### src/rtl/slow_clock_monitor_pkg.sv
// Shared definitions for the slow clock monitor and the clock divider that feeds it.
//
// Contents:
//   state_e              - monitor FSM state encoding (2 bits)
//   FastClkHz/SlowClkHz  - default system and divided clock rates
//   Default*             - parameter defaults derived from those rates
package slow_clock_monitor_pkg;

    typedef enum logic [1:0] {
        StIdle    = 2'd0,
        StMeasure = 2'd1,
        StLocked  = 2'd2,
        StLost    = 2'd3
    } state_e;

    localparam int unsigned FastClkHz = 25_000_000;
    localparam int unsigned SlowClkHz = 200;

    // 125000 fast cycles per slow period; 1% tolerance either side.
    localparam int unsigned DefaultNominalPeriod = FastClkHz / SlowClkHz;
    localparam int unsigned DefaultTolerance     = DefaultNominalPeriod / 100;
    localparam int unsigned DefaultLockCount     = 4;
    localparam int unsigned DefaultCntW          = 18;
    localparam int unsigned DefaultSyncStages    = 2;

endpackage

### src/rtl/slow_clock_monitor_edge_sync.sv
// Synchronizes the asynchronous slow clock into the fast domain and flags its rising edges.
//
// Ports:
//   clock_i   - fast system clock
//   reset_i   - synchronous active-high reset; clears all flops
//   async_i   - asynchronous level input (slow clock square wave)
//   rise_o    - high for one cycle when the synchronized level goes 0 -> 1 (combinational)
module slow_clock_monitor_edge_sync
    import slow_clock_monitor_pkg::*;
#(
    // Must be at least 2.
    parameter int unsigned SYNC_STAGES = DefaultSyncStages
) (
    input  logic clock_i,
    input  logic reset_i,
    input  logic async_i,
    output logic rise_o
);

    logic [SYNC_STAGES-1:0] sync_q;
    logic                   prev_q;

    always_ff @(posedge clock_i) begin
        if (reset_i) begin
            sync_q <= '0;
            prev_q <= 1'b0;
        end else begin
            sync_q <= {sync_q[SYNC_STAGES-2:0], async_i};
            prev_q <= sync_q[SYNC_STAGES-1];
        end
    end

    assign rise_o = sync_q[SYNC_STAGES-1] & ~prev_q;

endmodule

### src/rtl/slow_clock_monitor.sv
// Monitors the divided slow clock from the fast clock domain.
//
// Produces a one-cycle tick per slow rising edge so downstream logic can use it as an
// enable, measures the slow period in fast cycles, declares lock after LOCK_COUNT
// consecutive in-tolerance periods and flags loss when no edge arrives in time.
//
// Ports:
//   clock_i         - fast system clock (25 MHz)
//   reset_i         - synchronous active-high reset
//   slow_clock_i    - divided square wave, treated as asynchronous data
//   tick_o          - one-cycle pulse per detected slow rising edge
//   period_o        - last measured period in fast cycles
//   period_valid_o  - a full period has been measured since reset or loss
//   locked_o        - LOCK_COUNT consecutive in-tolerance periods seen
//   lost_o          - no rising edge within NOMINAL_PERIOD+TOLERANCE cycles
module slow_clock_monitor
    import slow_clock_monitor_pkg::*;
#(
    parameter int unsigned NOMINAL_PERIOD = DefaultNominalPeriod,
    parameter int unsigned TOLERANCE      = DefaultTolerance,
    parameter int unsigned LOCK_COUNT     = DefaultLockCount,
    // Must satisfy 2**CNT_W-1 > NOMINAL_PERIOD+TOLERANCE.
    parameter int unsigned CNT_W          = DefaultCntW,
    parameter int unsigned SYNC_STAGES    = DefaultSyncStages
) (
    input  logic             clock_i,
    input  logic             reset_i,
    input  logic             slow_clock_i,
    output logic             tick_o,
    output logic [CNT_W-1:0] period_o,
    output logic             period_valid_o,
    output logic             locked_o,
    output logic             lost_o
);

    localparam int unsigned CntW1   = CNT_W + 1;
    localparam int unsigned ConsecW = (LOCK_COUNT > 0) ? $clog2(LOCK_COUNT + 1) : 1;

    // Window bounds and measured length share one extra bit so the compares never wrap.
    localparam logic [CNT_W:0] TolHi = CntW1'(NOMINAL_PERIOD + TOLERANCE);
    localparam logic [CNT_W:0] TolLo =
        (NOMINAL_PERIOD > TOLERANCE) ? CntW1'(NOMINAL_PERIOD - TOLERANCE) : '0;
    localparam logic [ConsecW-1:0] LockTarget = ConsecW'(LOCK_COUNT);

    logic rise;

    slow_clock_monitor_edge_sync #(
        .SYNC_STAGES(SYNC_STAGES)
    ) u_edge_sync (
        .clock_i (clock_i),
        .reset_i (reset_i),
        .async_i (slow_clock_i),
        .rise_o  (rise)
    );

    // ---------------------------------------------------------------------------------
    // Period counter: restarts on every rise, saturates instead of wrapping.
    // ---------------------------------------------------------------------------------
    logic [CNT_W-1:0] cnt_d, cnt_q;

    always_comb begin
        cnt_d = cnt_q;
        if (rise) begin
            cnt_d = '0;
        end else if (cnt_q != '1) begin
            cnt_d = cnt_q + CNT_W'(1);
        end
    end

    always_ff @(posedge clock_i) begin
        if (reset_i) begin
            cnt_q <= '0;
        end else begin
            cnt_q <= cnt_d;
        end
    end

    // cnt_q counts cycles since the previous rise cycle, so the period ending now is cnt+1.
    logic [CNT_W:0] meas_len;
    logic           in_tol;
    logic           timeout;

    assign meas_len = {1'b0, cnt_q} + CntW1'(1);
    assign in_tol   = (meas_len >= TolLo) && (meas_len <= TolHi);
    assign timeout  = ({1'b0, cnt_q} >= TolHi);

    // ---------------------------------------------------------------------------------
    // FSM with registered outputs
    // ---------------------------------------------------------------------------------
    state_e             state_q;
    logic [ConsecW-1:0] consec_q;
    logic [ConsecW-1:0] consec_inc;
    logic               tick_q;
    logic [CNT_W-1:0]   period_q;
    logic               period_valid_q;
    logic               locked_q;
    logic               lost_q;

    assign consec_inc = consec_q + ConsecW'(1);

    always_ff @(posedge clock_i) begin
        if (reset_i) begin
            state_q        <= StIdle;
            consec_q       <= '0;
            tick_q         <= 1'b0;
            period_q       <= '0;
            period_valid_q <= 1'b0;
            locked_q       <= 1'b0;
            lost_q         <= 1'b0;
        end else begin
            tick_q <= rise;
            unique case (state_q)
                // The first edge only starts a measurement; there is nothing to time yet.
                StIdle: begin
                    if (rise) begin
                        state_q <= StMeasure;
                    end
                end

                StMeasure: begin
                    // A rise on the threshold cycle is checked first so it is recorded.
                    if (rise) begin
                        period_q       <= meas_len[CNT_W-1:0];
                        period_valid_q <= 1'b1;
                        if (in_tol) begin
                            consec_q <= consec_inc;
                            if (consec_inc == LockTarget) begin
                                state_q  <= StLocked;
                                locked_q <= 1'b1;
                            end
                        end else begin
                            consec_q <= '0;
                        end
                    end else if (timeout) begin
                        state_q        <= StLost;
                        lost_q         <= 1'b1;
                        locked_q       <= 1'b0;
                        period_valid_q <= 1'b0;
                        consec_q       <= '0;
                    end
                end

                StLocked: begin
                    if (rise) begin
                        period_q       <= meas_len[CNT_W-1:0];
                        period_valid_q <= 1'b1;
                        if (!in_tol) begin
                            state_q  <= StMeasure;
                            locked_q <= 1'b0;
                            consec_q <= '0;
                        end
                    end else if (timeout) begin
                        state_q        <= StLost;
                        lost_q         <= 1'b1;
                        locked_q       <= 1'b0;
                        period_valid_q <= 1'b0;
                        consec_q       <= '0;
                    end
                end

                // The count accumulated while lost is not a real period; just restart.
                StLost: begin
                    if (rise) begin
                        state_q <= StMeasure;
                        lost_q  <= 1'b0;
                    end
                end

                default: begin
                    state_q <= StIdle;
                end
            endcase
        end
    end

    assign tick_o         = tick_q;
    assign period_o       = period_q;
    assign period_valid_o = period_valid_q;
    assign locked_o       = locked_q;
    assign lost_o         = lost_q;

endmodule

### config.mk
export PLATFORM = sky130hd
export DESIGN_NAME = slow_clock_monitor
export DESIGN_NICKNAME = d
export VERILOG_FILES = /design/src/rtl/slow_clock_monitor_pkg.sv /design/src/rtl/slow_clock_monitor_edge_sync.sv /design/src/rtl/slow_clock_monitor.sv
export SDC_FILE = /design/constraint.sdc
export NUM_CORES = 1
export LEC_CHECK = 0
export CORE_ASPECT_RATIO = 0.5
export CORE_MARGIN = 2
export CORE_UTILIZATION = 35
export DETAILED_ROUTE_END_ITERATION = 8
export DONT_BUFFER_PORTS = 1
export PLACE_DENSITY_LB_ADDON = 0.15
export SLEW_MARGIN = 20
export SYNTH_ARGS = -nofsm -noshare
export SYNTH_HDL_FRONTEND = slang
export SYNTH_SLANG_ARGS = --single-unit
### constraint.sdc
create_clock -name clock_i -period 3.3 [get_ports clock_i]
set_clock_uncertainty 0.05 [all_clocks]
set_input_delay 0.33 -clock clock_i [delete_from_list [all_inputs] [get_ports clock_i]]
set_output_delay 0.33 -clock clock_i [all_outputs]
set_load 0.1 [all_outputs]
==> metrics.txt, run 1 <==
status=finished, final reports clean; RSZ-0062 raised after global routing=no; Die Span Y=about 66 um; max_cap viols=0; GPL Wtd Cong=roughly 0.85; # setup viols final=0; buffer depth of the longest clock path=2; Synth area leaders=dfxtp_1 36%, a211oi_1 5.8%, nor2_1 4.7%, a21oi_1 4.6%, xnor2_1 4.2%; drt first pass iters=4; vias post-DR=between 2000 and 2500; Worst setup SP type=flip-flop; reg-to-reg startpoint=cnt_q[0]; fin. max-slew vios=0; critical path's slowest cell=dfxtp_1; Initial Utilization=0.365; Total Wirelength=around 6.9 mm; CTS Sinks=48; synthesized area per cell=8.42 um^2; H-Tree Level Count=2; worst skew pair latency=about 0.3 ns; Final HPWL DP=~5 mm; Clock transition at path regs=roughly 0.07 ns; I/O Pins=25; FMAX=0.330 GHz; Hold Crit Class=input pin to flip-flop; area leader, netlist=dfxtp_1; synth cell count leaders=48 x dfxtp_1, 34 x nor2_1, 25 x a21oi_1, 21 x a211oi_1, 19 x nand2_1; Slew headroom=0.326; ANT cells=0; PortBufs=0; Vias/cell=5.53; Critical Path Sink Type=flip-flop; Area Overhead vs Synth=9.35%; Worst Path Max Fanout=12; Least-Margin Pin Slew=1.01 ns; CP bufs+invs=1; Synth Register Bits=48; cell family with the largest share of critical-path delay=compound AO/OA/AOI/OAI gates; CTS tree=yes; total power=~1.3 mW; CTS Buf Count=5; fin util=0.399; Post-synth EDFFs=0; Post-synth ARST share=0; Antenna Violating Nets Remaining=0; Post-Syn Nets=between 300 and 400; min cycle time layout=3.03 ns; slowest stage delay, CP=0.56 ns; fillers=around 750; # rows=22; pwr dens=431 nW/um^2; Critical Path RT=between 3 and 4 ns; Synth Cell Area=approximately 2700 um^2; Leak=a little under 1 nW; grt total ovfl=0; final net count=approximately 330; worst slack, placed=0.191 ns; Clock Tree Root=clkbuf_16; Final Hold Vio Count=0; Die W=approximately 130 um; most common cell in the netlist=dfxtp_1; top_reg_cell synth=dfxtp_1; die area=about 8500 um^2; wire per inst=approximately 17 um; Worst Hold Launch=reset_i; share of cells above drive strength 1=0.114; register area=roughly 960 um^2; DRC=0; share of the synthesized area in the top cell type=0.355; Final period util=0.919; DRT iter0 DRCs=a little under 200; worst path arrival time=~3.2 ns; sequential cell area fraction in the yosys report=0.355; first-pass GRT wire length=11.5 mm; critical path, cell by cell=ha_2 -> nand3_1 -> nor4_1 -> xnor2_1 -> a21bo_2 -> o31a_1 -> a211oi_4 -> buf_4 -> a31oi_1 -> a211oi_1; Hold-fix buffers, CTS=0; slack of the critical path=between 0.2 and 0.3 ns; vias in the first global route=roughly 2200; setup TNS=0 ns; Post-Synthesis Cells=between 300 and 400; initial antenna violation count=0; multi-input logic area=between 1500 and 2000 um^2; CP startpoint=cnt_q[0]; post-synth cell types=between 60 and 70; largest net degree at the start of global routing=37; Yosys warning count=0; Setup Buffers After CTS=0; CORE AREA=~7400 um^2; GR Util All Layers=0.177; VDD IR max=0.000195 V; critical path type=flip-flop to flip-flop
## routing by layer
metal | global-route usage | vias to the layer above | wire length (um)
met5 | 0 | - | 0
met4 | 0.0714 | 0 | 110
met3 | 0.0453 | 8 | 306
met2 | 0.262 | 43 | 2930
met1 | 0.245 | 1081 | 3550
li1 | - | 1145 | -
## repair_timing
action                     4_1_cts  5_1_grt
resized for setup                0        1
setup endpoints to repair        0        3
hold endpoints to repair         0        0
## sequential cells by signal, indices dropped and copies added (netlist names)
signal	cells
tick_o	1
u_edge_sync.prev_q	1
consec_q	3
lost_o	1
cnt_q	18
period_valid_o	1
state_q	2
locked_o	1
u_edge_sync.sync_q	2
period_o	18
## worst register-to-register path, delay by kind of cell, from the launching register on
kind,cells,cell delay [ns]
compound gates,5,1.08
flops,1,0.56
buf+inv,1,0.20
simple gates,2,0.44
fa+ha+maj,1,0.38
xor+xnor,1,0.24
## kinds of logic (layout without fill, tap and decap cells)
kind of cell             count (synthesis)  in the layout  share of synthesized area
AND/OR/NAND/NOR                        112            112                      0.227
buffers and inverters                   39             34                     0.0662
adder cells (fa/ha/maj)                  9              9                     0.0416
XOR/XNOR                                21             21                     0.0680
multiplexers                             2              2                    0.00925
AO/OA/AOI/OAI                           90             90                      0.232
flip-flops                              48             48                      0.355
## power by group
part / total [mW] / switching, mW / internal, mW
clock network: 0.541 / 0.237 / 0.303
logic: 0.0863 / 0.0522 / 0.0341
registers: 0.649 / 0.0577 / 0.591
total: 1.28 / 0.347 / 0.929
## cells in the final DEF (no fill, tap or decap), types with 3 or more instances in the layout
| cell | count |
|---|---|
| and2_1 | 3 |
| nand3_1 | 7 |
| and3_1 | 4 |
| o21ai_0 | 8 |
| ha_1 | 8 |
| nand2b_1 | 3 |
| nor4_1 | 7 |
| o22ai_1 | 3 |
| xor2_1 | 8 |
| buf_4 | 15 |
| nand4_1 | 4 |
| dfxtp_1 | 48 |
| nand2_1 | 19 |
| a211oi_1 | 21 |
| clkbuf_16 | 5 |
| inv_1 | 11 |
| nor2_1 | 33 |
| o31a_1 | 3 |
| nand4b_1 | 3 |
| nor2b_1 | 8 |
| a21oi_1 | 25 |
| o31ai_1 | 3 |
| nor3_1 | 6 |
| a31oi_1 | 5 |
| xnor2_1 | 13 |
## worst paths after layout
path | to | slack (ns) | cells after the start
worst max-delay path | consec_q[0] | 0.27 | 10
worst min-delay path | u_edge_sync.sync_q[0] | 0.05 | 1
worst max register to register | consec_q[0] | 0.27 | 10
worst min register to register | tick_o | 0.38 | 1
## through the flow
stage / instances / area, um^2 / hold WS [ns]
5_1_grt: 412 / 2960 / 0.0348
4_1_cts: 412 / 2950 / 0.0343
6_report: 412 / 2960 / 0.0464
3_5_place_dp: 404 / 2800 / 0.355
2_1_floorplan: 321 / 2700 / 0.356
3_3_place_gp: 404 / 2800 / 0.353
## area by class of cell
| type | instances | share of cell area |
|---|---|---|
| tap | 96 | 0.0406 |
| timing repair buffer | 15 | 0.0381 |
| clock inverter | 2 | 0.00466 |
| inverter | 11 | 0.0140 |
| multi-input combinational | 234 | 0.531 |
| clock buffer | 6 | 0.0470 |
| sequential | 48 | 0.325 |
(Power assumes the default switching activity.)
==> run 2: changes to the inputs <==
--- a/config.mk
+++ b/config.mk
@@ -11,6 +11,7 @@
 export DETAILED_ROUTE_END_ITERATION = 8
 export DONT_BUFFER_PORTS = 1
 export PLACE_DENSITY_LB_ADDON = 0.15
+export RECOVER_POWER = 50
 export SLEW_MARGIN = 20
 export SYNTH_ARGS = -nofsm -noshare
 export SYNTH_HDL_FRONTEND = slang
==> run 2 against run 1 <==
Die area stayed put. Power about the same. Clock power hardly changed. Sequential power about the same.
==> metrics.txt, run 2 (synthesis gave the netlist of run 1 again) <==
status=finished, final reports clean; VDD IR max=0.000195 V (+0.32%); fillers=748 (+0.13%); FF-to-FF End=consec_q[0]; min cycle time layout=3.03 ns (-0.00300 ns); critical path's slowest cell=dfxtp_1; max_cap viols=0 (unchanged); Critical Path RT=3.46 ns (about the same); Final HPWL DP=4.91 mm (unchanged); clock power share=0.424 (about the same); I/O Pins=25 (unchanged); # rows=22 (unchanged); met2 WL=2.92 mm (-0.21%); buffer depth of the longest clock path=2 (unchanged); ANT cells=0 (unchanged); Final period util=0.918 (about the same); FMAX=0.330 GHz (about the same); register area=961 um^2 (unchanged); GPL Wtd Cong=0.853 (unchanged); GR Util All Layers=0.177 (unchanged); Vias/cell=5.53 (+0.13%); die area=8490 um^2 (unchanged); Clock transition at path regs=0.07 ns (about the same); largest net degree at the start of global routing=37 (unchanged); initial antenna violation count=0 (unchanged); pwr dens=432 nW/um^2 (+0.14%); worst skew pair latency=0.30 ns (about the same); Leak=0.964 nW (-0.42%); hold depth=1 (unchanged); fin. max-slew vios=0 (unchanged); Die W=128 um (unchanged); Highest Signal Layer=met4; Fin Hold WS=0.0461 ns (-0.000361 ns); part of the power in combinational logic=0.067 (about the same); Worst Path Max Fanout=12 (unchanged); Hold Crit Class=input pin to flip-flop; WL met3=291 um (-4.9%); r2r setup slk=0.27 ns (about the same); vias post-DR=2280 (+0.13%); DRT iter0 DRCs=188 (-5.1%); end point of the worst hold path=u_edge_sync.sync_q[0]; H-Tree Level Count=2 (unchanged); Least-Margin Pin Slew=1.44 ns (+0.427 ns); most frequent cells in the layout=48 x dfxtp_1, 34 x nor2_1, 25 x a21oi_1; Die Span Y=66.2 um (unchanged); setup TNS=0 ns (unchanged); slowest stage delay, CP=0.56 ns (about the same); Initial Utilization=0.365 (unchanged); RSZ-0062 raised after global routing=no; worst path arrival time=3.19 ns (about the same); drt first pass iters=4 (unchanged); Final Hold Vio Count=0 (unchanged); wire per inst=16.6 um (-0.59%); first-pass GRT wire length=11.5 mm (unchanged); most common cell after layout, fill and taps aside=dfxtp_1; Slew headroom=0.0423 (-0.284); sw power=0.346 mW (-0.25%); CTS Sinks=48 (unchanged); switching portion of total power=0.272 (-0.000504); share of cells above drive strength 1=0.108 (-0.00633); CTS Buf Count=5 (unchanged); Worst Hold Launch=reset_i; final net count=327 (unchanged); critical path type=flip-flop to flip-flop; sequential share of power=0.509 (about the same); DRC=0 (unchanged); Total Wirelength=6.85 mm (-0.59%); Critical Path Sink Type=flip-flop; critical path, cell by cell=ha_2 -> nand3_1 -> nor4_1 -> xnor2_1 -> a21bo_2 -> o31a_1 -> a211oi_4 -> buf_4 -> a31oi_1 -> a211oi_1; wl on met1=3.53 mm (-0.56%); # setup viols final=0 (unchanged); CORE AREA=7400 um^2 (unchanged); PortBufs=0 (unchanged); Clock Tree Root=clkbuf_16; reg-to-reg startpoint=cnt_q[0]; multi-input logic area=1570 um^2 (-0.16%); total power=1.27 mW (about the same); CTS tree=yes; vias in the first global route=2167 (unchanged); grt total ovfl=0 (unchanged); Antenna Violating Nets Remaining=0 (unchanged); Area Overhead vs Synth=9.12%; Worst setup SP type=flip-flop; P_int=0.929 mW (about the same); Reg2Reg Depth=10 (unchanged)
==> run 2: cell count changes in the layout (fill, tap and decap cells not counted), sizes merged <==
cell,previous run,this run
clkbuf,6,7
buf,15,14
==> run 2: power groups by stage <==
stage                     clock network [mW]  registers (mW)  logic [mW]
final                                  0.540           0.649      0.0857
after global routing                   0.580           0.651      0.0962
after CTS                              0.551           0.649      0.0860
after detailed placement                   0           0.662      0.0856
after global placement                     0           0.662      0.0863
after floorplan                            0           0.655      0.0731
==> run 2: how the worst max path moves through the flow <==
stage,endpoint,start,slack (ns),depth (start not counted)
after floorplan,state_q[0],cnt_q[0],0.46,9
after global routing,state_q[0],cnt_q[0],0.08,11
final,consec_q[0],cnt_q[0],0.27,10
after detailed placement,consec_q[0],cnt_q[0],0.19,10
after global placement,state_q[0],cnt_q[0],0.29,11
after CTS,consec_q[0],cnt_q[0],0.18,10
==> run 2: layer usage <==
| metal | global-route usage | up-vias |
|---|---|---|
| li1 | - | 1146 |
| met1 | 0.245 | 1089 |
| met2 | 0.262 | 37 |
| met3 | 0.0453 | 8 |
| met4 | 0.0714 | 0 |
| met5 | 0 | - |
==> run 2: worst max-delay path, delay by kind of cell, from the launching register on <==
kind	cells	cell delay, ns
DFF	1	0.56
and+or+nand+nor	2	0.44
buffers and inverters	1	0.20
xor gates and xnor gates	1	0.24
AOI/OAI and AO/OA	5	1.08
adders and majority gates	1	0.38
==> run 2: metrics by stage <==
stage               std cells  utilization  area [um^2]  setup slack (ns)
global placement          404        0.378         2800             0.286
floorplan                 321            -         2700             0.464
detailed placement        404        0.378         2800             0.191
global route              412        0.398         2950            0.0755
CTS                       412        0.399         2950             0.181
finish                    412        0.398         2950             0.271
==> run 2: area by class of cell <==
| cell class | instances | area share |
|---|---|---|
| clock buffers | 6 | 0.0471 |
| clock inverters | 2 | 0.00466 |
| inverters | 11 | 0.0140 |
| multi-input cells | 234 | 0.531 |
| flip-flops and latches | 48 | 0.326 |
| well taps | 96 | 0.0407 |
| repair buffers | 15 | 0.0369 |
==> run 2: repair_timing <==
item / CTS / global route
resized for setup: 0 / 1
setup buffers: 0 / 0
hold buffers: 0 / 0
setup endpoints to repair: 0 / 3
==> run 3: changes to the inputs <==
==> constraint.sdc (replaced) <==
create_clock -name clock_i -period 3.38 [get_ports clock_i]
set_clock_uncertainty 0.05 [all_clocks]
set_input_delay 0.338 -clock clock_i [delete_from_list [all_inputs] [get_ports clock_i]]
set_output_delay 0.338 -clock clock_i [all_outputs]
set_load 0.1 [all_outputs]
==> run 3 against run 2 <==
Maximum frequency is 6.4% lower. Sequential power fell by 3%. Non-clock buffer count shrank 8. Combinational power grew 2%. Sequential share of layout area is 0.72 points higher. Setup slack got worse by 0.13 ns. First-iteration DRC count increased by 22%. Final cell count decreased by 2.2%. Via count is 2.1% higher. Power is 3.0% lower.
==> metrics.txt, run 3 (synthesis gave the netlist of run 1 again) <==
ANT cells=0 (unchanged); Post-DP Area=2740 um^2 (-2.1%); sw power=0.335 mW (-3.3%); switching portion of total power=0.271 (-0.000989); H-Tree Level Count=2 (unchanged); r2r setup slk=0.14 ns (-0.13 ns); Least-Margin Pin Slew=1.03 ns (-0.405 ns); Initial Utilization=0.365 (unchanged); # setup viols final=0 (unchanged); PortBufs=0 (unchanged); fin. max-slew vios=0 (unchanged); Critical Path Sink Type=flip-flop; Hold-fix buffers, CTS=0 (unchanged); max_cap viols=0 (unchanged); Total Wirelength=7.16 mm (+4.5%); Area Overhead vs Synth=6.76%; largest net degree at the start of global routing=32 (-14%); most frequent cells in the layout=48 x dfxtp_1, 34 x nor2_1, 25 x a21oi_1; worst slack, placed=0.292 ns (+0.101 ns); fillers=743 (-0.67%); Vias/cell=5.77 (+4.3%); Antenna Violating Nets Remaining=0 (unchanged); Slew headroom=0.310 (+0.268); Setup Buffers After CTS=0 (unchanged); Hold Crit Class=input pin to flip-flop; Final Cell Area=2890 um^2 (-2.2%); multi-input logic area=1560 um^2 (-0.16%); cts repair resizes=0 (unchanged); die area=8490 um^2 (unchanged); Worst setup SP type=flip-flop; vias post-DR=2327 (+2.1%); DRT iter0 DRCs=229 (+22%); Die W=128 um (unchanged); Leak=0.929 nW (-3.7%); wire per inst=17.8 um (+6.8%); part of the power in combinational logic=0.071 (+0.004); vias in the first global route=2216 (+2.3%); register area=961 um^2 (unchanged); Clock transition at path regs=0.07 ns (about the same); GPL Wtd Cong=0.938 (+10%); Clock Tree Root=clkbuf_16; Final HPWL DP=4.96 mm (+0.89%); RSZ-0062 raised after global routing=no; worst path arrival time=3.39 ns (+0.20 ns); buffer depth of the longest clock path=2 (unchanged); critical path type=flip-flop to flip-flop; final net count=319 (-2.4%); Final period util=0.958 (+0.0398); I/O Pins=25 (unchanged); Worst Path Max Fanout=13 (+1); first-pass GRT wire length=11.7 mm (+2.1%); initial antenna violation count=0 (unchanged); CTS tree=yes; min cycle time layout=3.24 ns (+0.208 ns); most common cell after layout, fill and taps aside=dfxtp_1; # rows=22 (unchanged); CORE AREA=7400 um^2 (unchanged); drt first pass iters=4 (unchanged); CTS Buf Count=5 (unchanged); CTS Sinks=48 (unchanged); setup TNS=0 ns (unchanged); worst skew pair latency=0.30 ns (about the same); Die Span Y=66.2 um (unchanged); Critical Path RT=3.53 ns (+0.07 ns); FMAX=0.309 GHz (-6.4%); Final Hold Vio Count=0 (unchanged); pwr dens=429 nW/um^2 (-0.82%); status=finished, final reports clean; slack of the critical path=0.143 ns (-0.128 ns); DRC=0 (unchanged); sequential share of power=0.511 (+0.002); VDD IR max=0.000190 V (-2.5%); grt total ovfl=0 (unchanged); P_int=0.902 mW (-2.8%); clock power share=0.419 (-0.005); share of cells above drive strength 1=0.0814 (-0.0262); GR Util All Layers=0.179 (+0.00246)
run 3: critical path: stages, from the launching register on:
cell,delay (ns)
dfxtp_1,0.66
nand4_1,0.27
or3_1,0.38
xor2_1,0.23
buf_4,0.18
a41o_1,0.19
o2111ai_1,0.20
a211oi_4,0.34
buf_4,0.21
a31oi_1,0.13
a211oi_1,0.30
run 3: cell type report:
type	instances	share of cell area
Multi-Input combinational cell	234	0.542
Inverter	11	0.0143
Clock inverter	1	0.00303
Sequential cell	48	0.333
Tap cell	96	0.0416
Clock buffer	6	0.0481
Timing Repair Buffer	7	0.0182
run 3: final timing paths:
check / from / end / cells after the start
max: cnt_q[4] / consec_q[0] / 10
min: reset_i / lost_o / 1
min reg2reg: u_edge_sync.prev_q / tick_o / 1
max reg2reg: cnt_q[4] / consec_q[0] / 10
run 3: metal layers:
metal,GRT usage,wire [um],share of wire,up-vias
li1,-,-,-,1136
met1,0.237,3590,0.50,1115
met2,0.283,3080,0.43,66
met3,0.0485,369,0.052,10
met4,0.0659,120,0.017,0
met5,0,0,0,-
run 3: power by group through the flow:
| stage | sequential [mW] | combinational (mW) | clock [mW] |
|---|---|---|---|
| 6_report | 0.632 | 0.0873 | 0.518 |
| 5_1_grt | 0.633 | 0.0972 | 0.552 |
| 4_1_cts | 0.631 | 0.0874 | 0.531 |
| 3_5_place_dp | 0.644 | 0.0871 | 0 |
| 3_3_place_gp | 0.644 | 0.0859 | 0 |
| 2_1_floorplan | 0.639 | 0.0714 | 0 |
run 3: stage by stage:
stage | hold slack (ns) | cells | utilization | power (mW)
final | 0.0542 | 403 | 0.390 | 1.24
after global routing | 0.0448 | 403 | 0.390 | 1.28
after CTS | 0.0465 | 403 | 0.390 | 1.25
after detailed placement | 0.363 | 396 | 0.370 | 0.731
after global placement | 0.360 | 396 | 0.370 | 0.730
after floorplan | 0.356 | 321 | - | 0.711
